$ cat config.mk
export PLATFORM = sky130hd
export DESIGN_NAME = oflow_buffer_write_ctrl_flat
export DESIGN_NICKNAME = d
export VERILOG_FILES = /design/src/rtl/oflow_buffer_write_ctrl_pkg.sv /design/src/rtl/oflow_buffer_write_ctrl_if.sv /design/src/rtl/oflow_buffer_wr_fifo.sv /design/src/rtl/oflow_buffer_write_ctrl.sv /design/src/flat_wrapper.sv
export SDC_FILE = /design/constraint.sdc
export NUM_CORES = 1
export LEC_CHECK = 0
export CELL_PAD_IN_SITES_DETAIL_PLACEMENT = 0
export CELL_PAD_IN_SITES_GLOBAL_PLACEMENT = 2
export CORE_MARGIN = 2
export CORE_UTILIZATION = 37
export DETAILED_ROUTE_END_ITERATION = 6
export GPL_ROUTABILITY_DRIVEN = 0
export GPL_TIMING_DRIVEN = 0
export PLACE_DENSITY_LB_ADDON = 0.1
export SLEW_MARGIN = 25
export SYNTH_ARGS = -nofsm -noshare
export SYNTH_HDL_FRONTEND = slang
export SYNTH_SLANG_ARGS = --single-unit
$ cat constraint.sdc
create_clock -name clk -period 18.2 [get_ports clk]
set_input_delay 3.64 -clock clk [delete_from_list [all_inputs] [get_ports clk]]
set_output_delay 3.64 -clock clk [all_outputs]
set_load 0.1 [all_outputs]
$ cat src/rtl/oflow_buffer_write_ctrl_pkg.sv
// Shared definitions for the oflow buffer write path: geometry, FSM encoding,
// the staged beat record and mask helpers.
package oflow_core_define;

  localparam int PE_NUM     = 24;
  localparam int GROUPS     = PE_NUM / 4;
  localparam int BBOX_W     = 64;
  localparam int WORDS      = 4;
  localparam int NUM_BBOX_W = 10;
  localparam int ROW_W      = 5;
  localparam int PE_W       = 3;
  localparam int ADDR_W     = 8;

  typedef enum logic [1:0] {IDLE, WRITE, DRAIN, DONE} wr_state_t;

  typedef struct packed {
    logic [ADDR_W-1:0]              addr;
    logic [WORDS-1:0]               mask;
    logic [WORDS-1:0][BBOX_W-1:0]   data;
  } beat_t;

  // remainder 0 means a full line; otherwise the low N words are valid
  function automatic logic [WORDS-1:0] rem_to_mask(input logic [1:0] rem);
    return (rem == 2'd0) ? 4'b1111 : 4'((4'd1 << rem) - 4'd1);
  endfunction

  function automatic logic [2:0] mask_pop(input logic [WORDS-1:0] m);
    return 3'(m[0]) + 3'(m[1]) + 3'(m[2]) + 3'(m[3]);
  endfunction

endpackage

$ cat src/rtl/oflow_buffer_write_ctrl_if.sv
// Core-beat handshake plus MEM write port of the oflow buffer write controller.
interface oflow_buffer_write_ctrl_if;
  import oflow_core_define::*;

  logic                       start_frame;
  logic [NUM_BBOX_W-1:0]      num_of_bbox_in_frame;
  logic                       ready_from_core;
  logic [ROW_W-1:0]           row_sel;
  logic [PE_W-1:0]            pe_sel;
  logic [1:0]                 remainder;
  logic [WORDS*BBOX_W-1:0]    beat_data;
  logic                       buffer_ready;
  logic                       mem_busy;
  logic                       mem_wr_en;
  logic [ADDR_W-1:0]          mem_wr_addr;
  logic [WORDS*BBOX_W-1:0]    mem_wr_data;
  logic [WORDS-1:0]           mem_wr_mask;
  logic                       done_write;
  logic                       frame_error;

  modport slave (
    input  start_frame, num_of_bbox_in_frame, ready_from_core, row_sel, pe_sel,
           remainder, beat_data, mem_busy,
    output buffer_ready, mem_wr_en, mem_wr_addr, mem_wr_data, mem_wr_mask,
           done_write, frame_error
  );

  modport master (
    output start_frame, num_of_bbox_in_frame, ready_from_core, row_sel, pe_sel,
           remainder, beat_data, mem_busy,
    input  buffer_ready, mem_wr_en, mem_wr_addr, mem_wr_data, mem_wr_mask,
           done_write, frame_error
  );

endinterface

$ cat src/rtl/oflow_buffer_wr_fifo.sv
// Two-entry beat FIFO: 1-bit pointers plus a full flag to tell full from empty.
module oflow_buffer_wr_fifo
  import oflow_core_define::*;
(
  input  logic  clk,
  input  logic  reset_N,
  input  logic  clr,
  input  logic  push,
  input  beat_t din,
  input  logic  pop,
  output beat_t head,
  output logic  full,
  output logic  empty
);

  beat_t mem [2];
  logic  wr_ptr, rd_ptr;

  assign empty = (wr_ptr == rd_ptr) && !full;
  assign head  = mem[rd_ptr];

  always_ff @(posedge clk)
    if (push) mem[wr_ptr] <= din;

  always_ff @(posedge clk or negedge reset_N) begin
    if (!reset_N) begin
      wr_ptr <= 1'b0;
      rd_ptr <= 1'b0;
      full   <= 1'b0;
    end else if (clr) begin
      wr_ptr <= 1'b0;
      rd_ptr <= 1'b0;
      full   <= 1'b0;
    end else begin
      if (push) wr_ptr <= ~wr_ptr;
      if (pop)  rd_ptr <= ~rd_ptr;
      // push+pop together keeps occupancy, so full only moves on one-sided ops
      if (push && !pop)      full <= (~wr_ptr == rd_ptr);
      else if (pop && !push) full <= 1'b0;
    end
  end

endmodule

$ cat src/rtl/oflow_buffer_write_ctrl.sv
// Stages tagged 4-bbox beats from the core and writes them as masked lines
// into the frame MEM buffer; tracks frame completion and protocol errors.
module oflow_buffer_write_ctrl
  import oflow_core_define::*;
(
  input  logic clk,
  input  logic reset_N,
  oflow_buffer_write_ctrl_if.slave bus
);

  wr_state_t               state, state_nxt;
  logic [NUM_BBOX_W-1:0]   n_reg;
  logic [NUM_BBOX_W:0]     word_cnt, cnt_sum;
  logic [ADDR_W-1:0]       exp_addr;
  beat_t                   in_beat, head;
  logic                    fifo_full, fifo_empty;
  logic                    buf_rdy, accept, drop, pop, start_ok, err_evt;
  logic                    err_q, done_q, wr_en_q;
  logic [ADDR_W-1:0]       wr_addr_q;
  logic [WORDS-1:0]        wr_mask_q;
  logic [WORDS*BBOX_W-1:0] wr_data_q;

  assign in_beat.addr = ADDR_W'(bus.row_sel) * ADDR_W'(GROUPS) + ADDR_W'(bus.pe_sel);
  assign in_beat.mask = rem_to_mask(bus.remainder);
  assign in_beat.data = bus.beat_data;

  // ready depends on registered state only, never on mem_busy
  assign buf_rdy  = (state == WRITE) && !fifo_full;
  assign accept   = bus.ready_from_core && buf_rdy;
  assign drop     = bus.ready_from_core && !buf_rdy;
  assign pop      = !fifo_empty && !bus.mem_busy;
  assign start_ok = bus.start_frame && (state == IDLE);
  assign cnt_sum  = word_cnt + (NUM_BBOX_W+1)'(mask_pop(in_beat.mask));

  assign err_evt = drop
                 | (bus.start_frame && (state != IDLE))
                 | (accept && (in_beat.addr != exp_addr))
                 | (accept && (cnt_sum > {1'b0, n_reg}));

  oflow_buffer_wr_fifo u_fifo (
    .clk     (clk),
    .reset_N (reset_N),
    .clr     (start_ok),
    .push    (accept),
    .din     (in_beat),
    .pop     (pop),
    .head    (head),
    .full    (fifo_full),
    .empty   (fifo_empty)
  );

  always_comb begin
    state_nxt = state;
    case (state)
      IDLE:  if (bus.start_frame)
               state_nxt = (bus.num_of_bbox_in_frame == '0) ? DONE : WRITE;
      WRITE: if (accept && (cnt_sum >= {1'b0, n_reg})) state_nxt = DRAIN;
      DRAIN: if (fifo_empty && !wr_en_q) state_nxt = DONE;
      DONE:  state_nxt = IDLE;
      default: state_nxt = IDLE;
    endcase
  end

  always_ff @(posedge clk or negedge reset_N) begin
    if (!reset_N) begin
      state    <= IDLE;
      n_reg    <= '0;
      word_cnt <= '0;
      exp_addr <= '0;
      err_q    <= 1'b0;
      done_q   <= 1'b0;
    end else begin
      state  <= state_nxt;
      done_q <= (state == DONE);
      err_q  <= (start_ok ? 1'b0 : err_q) | err_evt;
      if (start_ok) begin
        n_reg    <= bus.num_of_bbox_in_frame;
        word_cnt <= '0;
        exp_addr <= '0;
      end else if (accept) begin
        word_cnt <= cnt_sum;
        exp_addr <= exp_addr + ADDR_W'(1);
      end
    end
  end

  // write port: data holds its last value whenever no pop happens
  always_ff @(posedge clk or negedge reset_N) begin
    if (!reset_N) begin
      wr_en_q   <= 1'b0;
      wr_addr_q <= '0;
      wr_mask_q <= '0;
      wr_data_q <= '0;
    end else begin
      wr_en_q <= pop;
      if (pop) begin
        wr_addr_q <= head.addr;
        wr_mask_q <= head.mask;
        wr_data_q <= head.data;
      end
    end
  end

  assign bus.buffer_ready = buf_rdy;
  assign bus.mem_wr_en    = wr_en_q;
  assign bus.mem_wr_addr  = wr_addr_q;
  assign bus.mem_wr_mask  = wr_mask_q;
  assign bus.mem_wr_data  = wr_data_q;
  assign bus.done_write   = done_q;
  assign bus.frame_error  = err_q;

endmodule

$ cat src/flat_wrapper.sv
// flat-port wrapper written by rule: the top's interface ports become plain ports
module oflow_buffer_write_ctrl_flat import oflow_core_define::*;
  (clk, reset_N, bus_start_frame, bus_num_of_bbox_in_frame, bus_ready_from_core, bus_row_sel, bus_pe_sel, bus_remainder, bus_beat_data, bus_mem_busy, bus_buffer_ready, bus_mem_wr_en, bus_mem_wr_addr, bus_mem_wr_data, bus_mem_wr_mask, bus_done_write, bus_frame_error);
  oflow_buffer_write_ctrl_if bus_i ();
  input  logic clk;
  input  logic reset_N;
  input wire logic [$bits(bus_i.start_frame)-1:0] bus_start_frame;
  input wire logic [$bits(bus_i.num_of_bbox_in_frame)-1:0] bus_num_of_bbox_in_frame;
  input wire logic [$bits(bus_i.ready_from_core)-1:0] bus_ready_from_core;
  input wire logic [$bits(bus_i.row_sel)-1:0] bus_row_sel;
  input wire logic [$bits(bus_i.pe_sel)-1:0] bus_pe_sel;
  input wire logic [$bits(bus_i.remainder)-1:0] bus_remainder;
  input wire logic [$bits(bus_i.beat_data)-1:0] bus_beat_data;
  input wire logic [$bits(bus_i.mem_busy)-1:0] bus_mem_busy;
  output wire logic [$bits(bus_i.buffer_ready)-1:0] bus_buffer_ready;
  output wire logic [$bits(bus_i.mem_wr_en)-1:0] bus_mem_wr_en;
  output wire logic [$bits(bus_i.mem_wr_addr)-1:0] bus_mem_wr_addr;
  output wire logic [$bits(bus_i.mem_wr_data)-1:0] bus_mem_wr_data;
  output wire logic [$bits(bus_i.mem_wr_mask)-1:0] bus_mem_wr_mask;
  output wire logic [$bits(bus_i.done_write)-1:0] bus_done_write;
  output wire logic [$bits(bus_i.frame_error)-1:0] bus_frame_error;
  assign bus_i.start_frame = bus_start_frame;
  assign bus_i.num_of_bbox_in_frame = bus_num_of_bbox_in_frame;
  assign bus_i.ready_from_core = bus_ready_from_core;
  assign bus_i.row_sel = bus_row_sel;
  assign bus_i.pe_sel = bus_pe_sel;
  assign bus_i.remainder = bus_remainder;
  assign bus_i.beat_data = bus_beat_data;
  assign bus_i.mem_busy = bus_mem_busy;
  assign bus_buffer_ready = bus_i.buffer_ready;
  assign bus_mem_wr_en = bus_i.mem_wr_en;
  assign bus_mem_wr_addr = bus_i.mem_wr_addr;
  assign bus_mem_wr_data = bus_i.mem_wr_data;
  assign bus_mem_wr_mask = bus_i.mem_wr_mask;
  assign bus_done_write = bus_i.done_write;
  assign bus_frame_error = bus_i.frame_error;
  oflow_buffer_write_ctrl u_core (.clk(clk), .reset_N(reset_N), .bus(bus_i));
endmodule
---- Yosys cells after proc, flatten, opt, wreduce, memory -nomap -nowiden ----
Memory sizes are Yosys's and may differ from the RTL's. A register that Yosys moved wholly into a read port is not among the register bits.
Index checks and enable logic that the tools add are counted.
operators by class
  $add $sub $neg .......................... 7
  multipliers ............................. 1
  divide/modulo/power cells ............... 0
  order comparisons ....................... 2
  eq/ne operators ......................... 9
  shifts and indexed selects .............. 1
  muxes and demuxes ....................... 20
  bitwise gates (word level) .............. 6
  reductions and logical operators ........ 29
operators with widths
  kind                                               count
  two-way mux 11 bit                                 2
  two-way mux 8 bit                                  2
  logical AND 1 bit                                  13
  adder 11 x 3 -> 11 bit                             1
  >= comparator 11 x 10 -> 1 bit                     1
  > comparator 11 x 10 -> 1 bit                      1
  zero test 10 bit                                   1
  two-way mux 1 bit                                  10
  adder 8 x 1 -> 8 bit (second input constant)       1
  adder 8 x 3 -> 8 bit                               1
  zero test 1 bit                                    8
  two-way mux 2 bit                                  4
  != test 8 bit                                      1
  case mux 2 bit (4 select lines)                    1
  multiplier 5 x 2 -> 7 bit (second input constant)  1
  adder 3 x 1 -> 3 bit                               2
  nonzero test 2 bit                                 3
  equality test 2 bit (second input constant)        2
  zero test 2 bit                                    2
  two-way mux 4 bit                                  1
  != test 2 bit (second input constant)              2
  bitwise OR 1 bit                                   4
  << shifter 1 x 2 -> 4 bit (first input constant)   1
  subtractor 4 x 1 -> 4 bit (second input constant)  1
  7 further kinds                                    9
storage, ports and cells
  flip-flop bits (word level) ............. 37
  bits in latches ......................... 0
  memory bits (writable) .................. 536
  bits in read-only memories .............. 0
  input port bits ......................... 281
  output and inout bits ................... 272
  word-level logic and storage cells ...... 86
  memories kept ........................... 1
memories
  memory             words  bits a word  rd ports  clocked after Yosys merged registers in  write ports  line                        RTL
  u_core.u_fifo.mem  2      268          1         1                                        1            oflow_buffer_wr_fifo.sv:16  beat_t mem [2];

---- Logic depth before layout (Yosys ltp) ----
Gate-level depths: netlist of the first run.
  depth in word-level cells ............... 11
  mapped depth ............................ 16

---- Modules after synthesis ----
A second synthesis of the first run with hierarchy kept.
second synthesis, totals
  cell total of the unflattened synthesis .. 1684
  area, all modules ....................... 32606.3 µm²
by module, submodules not included
  module                   instances  cells each  area each (µm²)
  oflow_buffer_wr_fifo     1          849         20324.5
  oflow_buffer_write_ctrl  1          835         12281.8

---- Least setup slack after synthesis of the first run ----
No wires, ideal clock.
  path type ............................... in2reg
  from .................................... in bus_ready_from_core
  to ...................................... mem u_core.u_fifo.mem[0][0] in the netlist's numbering, enable pin
  setup time .............................. 0.901 ns
  arrival time ............................ 15.110 ns
  data required time ...................... 17.299 ns
  path slack .............................. 2.189 ns
  cell stages on the path ................. 3
  cell sequence ........................... nand2_1 -> clkbuf_1 -> nor2_1
between the ends
  cells in the longest elaborated chain, start to end .. 3
ends and longest elaborated chain
  item                                     line                           RTL
  start: declaration                       flat_wrapper.sv:9              input wire logic [$bits(bus_i.ready_from_core)-1:0] bus_ready_from_core;
  logical AND 1 bit                        oflow_buffer_write_ctrl.sv:29  assign accept = bus.ready_from_core && buf_rdy;
  two-way mux 1 bit                        oflow_buffer_wr_fifo.sv:23     if (push) mem[wr_ptr] <= din;
  two-way mux 1 bit (not written as such)  oflow_buffer_wr_fifo.sv:23
  end: declaration                         oflow_buffer_wr_fifo.sv:16
No other way between the ends.

---- Worst setup path in the final report of the first run ----
  from .................................... in bus_remainder[0]
  to ...................................... reg u_core.err_q, in the netlist u_core.bus.frame_error
between the ends
  cells in the longest elaborated chain, start to end .. 11
ends and longest elaborated chain
  item                             line                               RTL
  start: declaration               flat_wrapper.sv:12                 input wire logic [$bits(bus_i.remainder)-1:0] bus_remainder;
  << shifter 1 x 2 -> 4 bit        oflow_buffer_write_ctrl_pkg.sv:24  return (rem == 2'd0) ? 4'b1111 : 4'((4'd1 << rem) - 4'd1);
  subtractor 4 x 1 -> 4 bit        oflow_buffer_write_ctrl_pkg.sv:24
  two-way mux 4 bit *              oflow_buffer_write_ctrl_pkg.sv:24
  adder 1 x 1 -> 2 bit             oflow_buffer_write_ctrl_pkg.sv:28  return 3'(m[0]) + 3'(m[1]) + 3'(m[2]) + 3'(m[3]);
  adder 3 x 1 -> 3 bit             oflow_buffer_write_ctrl_pkg.sv:28
  adder 3 x 1 -> 3 bit *           oflow_buffer_write_ctrl_pkg.sv:28
  adder 11 x 3 -> 11 bit *         oflow_buffer_write_ctrl.sv:33      assign cnt_sum = word_cnt + (NUM_BBOX_W+1)'(mask_pop(in_beat.mask));
  > comparator 11 x 10 -> 1 bit *  oflow_buffer_write_ctrl.sv:38      | (accept && (cnt_sum > {1'b0, n_reg}));
  logical AND 1 bit *              oflow_buffer_write_ctrl.sv:38
  bitwise OR 1 bit *               oflow_buffer_write_ctrl.sv:38
  bitwise OR 1 bit *               oflow_buffer_write_ctrl.sv:75      err_q <= (start_ok ? 1'b0 : err_q) | err_evt;
  end signal: assignment           oflow_buffer_write_ctrl.sv:75
  end: declaration                 oflow_buffer_write_ctrl.sv:18      logic err_q, done_q, wr_en_q;
Mark *: on every way between the ends. The rest lies on a longest branch, timed or not.
A chain may end at the register's enable or synchronous reset.

==> results of run 1 <==
## layout make-up
| type | instances | share of cell area (%) |
|---|---|---|
| sequential | 839 | 56.9 |
| multi-input combinational | 1027 | 16.1 |
| timing repair buffer | 579 | 14.8 |
| clock buffer | 124 | 6.19 |
| tap | 1070 | 3.22 |
| clock inverter | 49 | 1.32 |
| buffer | 97 | 1.04 |
| inverter | 32 | 0.289 |
| antenna | 18 | 0.108 |
## placed cells by master (no fill, tap or decap), types with 18 or more instances in the layout
cell / Yosys / routed
buf_16: 0 / 21
dfrtp_1: 305 / 305
clkbuf_1: 62 / 80
edfxtp_1: 534 / 534
inv_1: 31 / 31
nand2_1: 293 / 293
buf_2: 27 / 40
ha_1: 30 / 30
o21ai_0: 53 / 53
clkdlybuf4s50_1: 0 / 536
clkbuf_16: 0 / 94
mux2i_1: 267 / 267
o21ai_1: 230 / 230
xor2_1: 18 / 18
diode_2: 0 / 18
nor2_1: 32 / 31
## how the worst min path moves through the flow
stage                               start                    endpoint  slack [ns]
2_1_floorplan             u_core.n_reg[0]             u_core.n_reg[0]        0.49
3_3_place_gp    u_core.bus.mem_wr_mask[0]   u_core.bus.mem_wr_mask[0]        0.45
3_5_place_dp    u_core.bus.mem_wr_mask[0]   u_core.bus.mem_wr_mask[0]        0.46
4_1_cts         u_core.bus.mem_wr_mask[0]   u_core.bus.mem_wr_mask[0]        0.48
5_1_grt        u_core.bus.mem_wr_data[25]  u_core.bus.mem_wr_data[25]        0.51
6_report        u_core.bus.mem_wr_mask[0]   u_core.bus.mem_wr_mask[0]        0.47
## layer usage
layer	GRT usage, %	vias up	share of wire, %
met5	0	-	0.27
met4	6.68	40	2.7
met3	7.43	165	8.6
met2	32.9	476	50
met1	22.5	9134	39
li1	-	8615	-
## kinds of logic after synthesis
kind of cell | Yosys count
flops | 839
simple gates | 371
compound gates | 314
mux | 269
buf+inv | 129
xor+xnor | 40
fa+ha+maj | 33
## stage by stage
step / hold slack, ns / setup TNS, ns / cells / util [%] / setup slack [ns]
finish: 0.474 / 0 / 3835 / 50.5 / 11.04
global route: 0.507 / 0 / 3828 / 50.5 / 10.76
CTS: 0.477 / 0 / 3817 / 50.4 / 11.06
detailed placement: 0.462 / 0 / 3644 / 46.6 / 10.41
global placement: 0.454 / -2739.13 / 3617 / 45.9 / -7.53
floorplan: 0.487 / 0 / 1995 / - / 2.19
==> qor.yml, run 1 <==
status: "complete, no violations"
synth_compound_area_share_pct: 5.34
postRouteWirelength_mm: 84.2
coreArea_um2: 82400
wl_per_cell_um: 21.9
synth_top_family_by_area: "multiplexers"
critical_path_depth: 16
critPathMostFrequentCell: "ha_1"
hold_viol: 0
required_ns: 18.68
worst-path-buf-inv: 2
ys_seq_area_share_pct: 76.6
drc: 0
synth.cell_area_um2: 30900
largest_reg_flops: 534
synthTopCellsByArea: "edfxtp_1 52%, dfrtp_1 25%, mux2i_1 8.6%, o21ai_1 3.7%, nand2_1 3.6%"
worst-r2r-cell-count: 11
hpwl_mm: 59.3
crit_arrival_ns: 7.63
grt_usage_pct: 19.4
worstPathCellList: "clkdlybuf4s50_1 > inv_1 > ha_1 > xnor2_1 > ha_1 > a21o_1 > a21oi_1 > nor3_1 > and3_1 > xor2_1 > ha_1 > nand3_1 > nor2_1 > nand4_1 > a2111oi_0 > a31oi_1"
clock_latency_ns: 0.64
synth_edf_count: 534
fin_nets: 2982
numClockSinks: 839
drtIter0Drc: 914
cp-startpoint: "bus_remainder[0]"
grt_pass1_vias: 19600
tightest_slew_ns: 1.13
r2r-start: "u_core.state[1]"
antenna_found_initial: 37
synthToLayoutAreaGrowth_pct: 34.5
clk_pin_slew_ns: 0.06
n_fill_cell: 7038
register_area_um2: 23700
synthFlopType: "edfxtp_1"
min_period_ns: 7.16
fin_skew_ns: 0.0404
postSynthAreaPerCell_um2: 15.5
start_util_pct: 37.5
synth_top_cell_area_share_pct: 51.9
vias: 18400
synth.top_cells.by_count: "534 x edfxtp_1, 305 x dfrtp_1, 293 x nand2_1, 267 x mux2i_1, 230 x o21ai_1"
syn-instance-count: 1995
yosys-mux-area-fraction_pct: 8.72
synth_top_area_cell: "edfxtp_1"
synth_xor_area_share_pct: 1.32
multiInputGateArea_um2: 6700
drtAntennaViolNets: 0
placed_cell_area_um2: 38400
cts_buffers: 92
cts_resized: 0
ios: 553
end_kind: "flip-flop"
ctsRootBufferMaster: "clkbuf_16"
cp-start-kind: "primary input"
rrSetupSlack_ns: 14.58
setup_viol: 0
fin_crit_sh_pct: 39.3
cts_tree: "done"
dieArea_um2: 85900
synthAdderAreaFrac_pct: 1.41
holdBufCountCts: 0
overflow: 0
cp-endpoint: "u_core.bus.frame_error"
maxCapViolations: 0
async_reset_ff_share_pct: 36.4
maxClockFrequency_ghz: 0.140
hold_depth: 1
crit_fanout: 5
yosys_register_bits: 839
synth.most_common_cell: "edfxtp_1"
reg2reg_to: "u_core.u_fifo.mem[0][73]"
path_class: "primary input to flip-flop"
grt_pass1_wl_mm: 124
regMostFlops: "u_core.u_fifo.mem"
critical_path.top_delay_family: "compound AO/OA/AOI/OAI gates"
rsz0062_at_grt: "no"
synth_nets: 2309
dieWidth_um: 293
yosys_warnings: 0
postLayoutCellArea_um2: 41600
grt_max_degree: 76
die_h_um: 293
cts_max_path_buffers: 3
htree_num_levels: 3
drive_above_1_share_pct: 8.19
port_buffers: 552
cp_slowest_cell: "clkdlybuf4s50_1"
drv_slew: 0
drtPass1Iterations: 5
viasPerCell: 4.81
synthSimpleGateAreaFrac_pct: 4.85
post_cts_buffers: 0
synth_cell_types: 53
max_slew_margin_pct: 24.2
num_rows: 105
slowest_delay_ns: 0.53
hp-class: "flip-flop to flip-flop"
Power of run 1 is left out: the tool's default activity adds up to more than one toggle a clock period on the data nets, which glitch-free logic cannot reach.
==> inputs of run 2 (changes only) <==
- CORE_UTILIZATION: 37 -> 33
- clock period: 18.2 -> 5.95 ns (I/O delays scaled with it)
==> run 2 against run 1 <==
Net effect:
- non-clock buffer count decreased by 1
- utilization down 5.6 points
- via count is 0.37% lower
- count of clock-buffer cells in the layout increased by 17
- die area is 12% higher
- worst hold slack lost 0.13 ns
- cell count up 4.6%
- highest routed layer unchanged
- flip-flop and latch count is the same
- setup slack got worse by 9.8 ns
- critical path depth is the same
==> qor.yml, run 2 (same netlist as run 1, synthesis figures left out) <==
status: "complete, no violations"
holdBufCountCts: 0
dieWidth_um: 310
grt_pass1_vias: 19300
drv_slew: 0
hp-class: "primary input to async pin"
dieArea_um2: 96100
vias: 18400
maxClockFrequency_ghz: 0.213
regMostFlops: "u_core.u_fifo.mem"
ctsRootBufferMaster: "clkbuf_16"
hold_viol: 0
max_slew_margin_pct: 24.8
drtIter0Drc: 1130
timing.final.ws_setup_ns: 1.26
drc: 0
path_class: "primary input to flip-flop"
placed_cell_area_um2: 38600
drtPass1Iterations: 7
fin_crit_sh_pct: 78.8
synthToLayoutAreaGrowth_pct: 35.2
postRouteWirelength_mm: 85.6
cts_max_path_buffers: 3
port_buffers: 552
grt_usage_pct: 17.6
fin_skew_ns: 0.0224
coreArea_um2: 93000
die_h_um: 310
rsz0062_at_grt: "no"
worst-r2r-cell-count: 12
cp-start-kind: "primary input"
crit_arrival_ns: 5.20
postLayoutCellArea_um2: 41800
fin_nets: 2983
post_cts_buffers: 0
grt_max_degree: 78
grt_pass1_wl_mm: 125
rrSetupSlack_ns: 2.41
end_kind: "flip-flop"
required_ns: 6.46
clock_latency_ns: 0.66
largest_reg_flops: 534
place_ws_ns: 0.539
clk_pin_slew_ns: 0.06
viasPerCell: 4.58
cts_buffers: 94
crit_fanout: 5
wl_per_cell_um: 21.3
hpwl_mm: 60.0
layout_commonest_cell: "clkdlybuf4s50_1"
min_period_ns: 4.69
tightest_slew_ns: 1.12
setup_viol: 0
drive_above_1_share_pct: 8.48
cts_resized: 0
layout_common_cells: "536 x clkdlybuf4s50_1, 534 x edfxtp_1, 305 x dfrtp_1, 292 x nand2_1, 267 x mux2i_1"
cts_tree: "done"
num_rows: 112
htree_num_levels: 3
ios: 553
maxCapViolations: 0
drtAntennaViolNets: 0
start_util_pct: 33.2
overflow: 0
antenna_found_initial: 29
numClockSinks: 839
==> run 2: area by class of cell <==
type	count	area (um^2)
clock buffer	141	2780
timing repair buffer	578	6090
clock inverter	35	365
buffer	97	444
tap	1254	1570
sequential	839	23700
antenna	9	22.5
fill	8502	51300
multi-input combinational	1027	6720
inverter	32	120
==> run 2: path summary, 6_finish.rpt <==
path                                            startpoint                           to
min in group clk                u_core.bus.mem_wr_data[44]   u_core.bus.mem_wr_data[44]
worst min register to register  u_core.bus.mem_wr_data[44]   u_core.bus.mem_wr_data[44]
max in group asynchronous                          reset_N   u_core.bus.mem_wr_data[82]
worst max-delay path                      bus_remainder[0]       u_core.bus.frame_error
worst max register to register          u_core.word_cnt[1]       u_core.bus.frame_error
worst min-delay path                               reset_N  u_core.bus.mem_wr_data[233]
==> run 2: metal layers <==
metal / vias to the layer above / GRT usage, % / wire (um)
met5: - / 0 / 261
li1: 8619 / - / -
met4: 40 / 5.16 / 1900
met3: 151 / 7.44 / 7710
met1: 9097 / 20.2 / 33400
met2: 455 / 30.0 / 42400
==> run 2: critical path: stages <==
cell and delay, ns:
clkdlybuf4s50_1 0.53, inv_1 0.08, ha_1 0.20, xnor2_1 0.22, ha_1 0.28, a21o_1 0.17, a21oi_1 0.40, nor3_1 0.21
and3_1 0.23, xor2_1 0.15, ha_1 0.30, nand3_1 0.11, nor2_1 0.19, nand4_1 0.31, a2111oi_0 0.46, a31oi_1 0.17
==> run 2: per-stage QoR <==
step	hold WS, ns	TNS [ns]	utilization [%]	cells
final	0.344	0	44.9	4012
after detailed placement	0.473	0	41.5	3827
after global routing	0.291	0	44.9	4008
after CTS	0.287	0	44.9	4003
after global placement	0.462	-5416.70	40.9	3801
after floorplan	0.487	-3.96	-	1995
Power of run 2 is left out for the same reason.
==> variant (flow settings as in run 2) <==
Encoding of `wr_state_t`: now one-hot (4 bits for 4 states).
--- a/src/rtl/oflow_buffer_write_ctrl_pkg.sv
+++ b/src/rtl/oflow_buffer_write_ctrl_pkg.sv
@@ -11,7 +11,7 @@
   localparam int PE_W       = 3;
   localparam int ADDR_W     = 8;
 
-  typedef enum logic [1:0] {IDLE, WRITE, DRAIN, DONE} wr_state_t;
+  typedef enum logic [3:0] {IDLE = 4'b0001, WRITE = 4'b0010, DRAIN = 4'b0100, DONE = 4'b1000} wr_state_t;
 
   typedef struct packed {
     logic [ADDR_W-1:0]              addr;
Behaviour: same outputs for any inputs over 4 cycles, from zero or initial values and one cycle with reset_N low; so few cycles prove little.
==> variant against run 2 <==
  * Core utilization hardly changed
  * Sequential cell count grew 2
  * Wire length rose by 1.4%
  * Design area about the same
  * Area after synthesis is essentially flat
  * Synthesized cell count grew 0.50%
  * Register-to-register slack got worse by 0.03 ns
  * Critical endpoint unchanged
  * Worst setup slack worse by 0.064 ns
Power is not shown: default switching activity piles up to over one toggle a cycle in this logic, so the estimate is an artifact.
==> variant: results <==
export IMPL_routed_wl_met2_mm=41.71
export IMPL_clock_skew_ns=0.02935
export IMPL_cts_buffers=97
export IMPL_fin_hold_ws_ns=0.4155
export IMPL_first_pass_iters=5
export IMPL_syn_nets=2315
export IMPL_grt_util_met1=0.2129
export IMPL_synth_seq_area_share=0.7682
export IMPL_cp_max_fo=4
export IMPL_synth_area_leaders="edfxtp_1, dfrtp_1, mux2i_1"
export IMPL_drive_gt1_frac=0.08273
export IMPL_vias=18434
export IMPL_postSynth_asyncResetShare=0.3650
export IMPL_place_area_um2=38610
export IMPL_dp_hpwl_mm=61.27
export IMPL_grt_total_usage=0.1779
export IMPL_grt_max_degree=76
export IMPL_period_needed_ns=4.751
export IMPL_crit_arrival_ns=5.26
export IMPL_wl_mm=86.78
export IMPL_nets=2994
export IMPL_ff2ff_setup_slack_ns=2.38
export IMPL_drt_initial_drc_count=1085
export IMPL_synth_avg_cell_area_um2=15.40
export IMPL_met3_usage=0.07241
export IMPL_grt_pass1_vias=19295
export IMPL_outcome="complete, no violations"
export IMPL_wl_met1_mm=34.93
export IMPL_final_cells=4034
export IMPL_grt_pass1_wl_mm=125.3
export IMPL_pre_cts_slack_ns=0.5544
[variant: changes by cell type after synthesis, moves of 4 or more]
cell | run 2 | this run
o21ai_0 | 53 | 176
nand3_1 | 9 | 15
xor2_1 | 18 | 14
a21oi_1 | 11 | 7
o21ai_1 | 230 | 115
a31oi_1 | 1 | 5
clkbuf_1 | 62 | 79
nor3_1 | 6 | 2
o31ai_1 | 1 | 5
buf_2 | 27 | 15
ha_1 | 30 | 26
[variant: layout make-up]
class                   count  area [µm²]
fillers                  8511       51240
inverters                  32       120.1
clock inverters            38       465.4
clock buffers             145        2740
well taps                1254        1569
plain buffers              98       407.9
diodes                     12       30.03
flip-flops and latches    841       23720
multi-input cells        1034        6664
repair buffers            580        6093
[variant: final timing paths]
check / start / to / depth (start not counted)
worst max-delay path: bus_remainder[0] / u_core.bus.frame_error$_DFF_PN0_ / 18
worst min-delay path: reset_N / u_core.bus.mem_wr_data[223]$_DFFE_PN0P_ / 1
worst max register to register: u_core.word_cnt[0]$_DFFE_PN0P_ / u_core.bus.frame_error$_DFF_PN0_ / 15
worst min register to register: u_core.bus.mem_wr_data[166]$_DFFE_PN0P_ / u_core.bus.mem_wr_data[166]$_DFFE_PN0P_ / 2
max in group asynchronous: reset_N / u_core.bus.mem_wr_data[107]$_DFFE_PN0P_ / 3
min in group clk: u_core.bus.mem_wr_data[166]$_DFFE_PN0P_ / u_core.bus.mem_wr_data[166]$_DFFE_PN0P_ / 2
[variant: cell families (layout without fill, tap and decap cells)]
group           after synthesis  after routing  share of synthesized area
flops                       841            841                     0.7682
fa+ha+maj                    29             29                    0.01248
compound gates              325            325                    0.05560
buf+inv                     130            893                    0.01653
mux                         269            269                    0.08728
xor+xnor                     33             33                   0.009361
other cells                   0             12                          0
simple gates                378            378                    0.05057
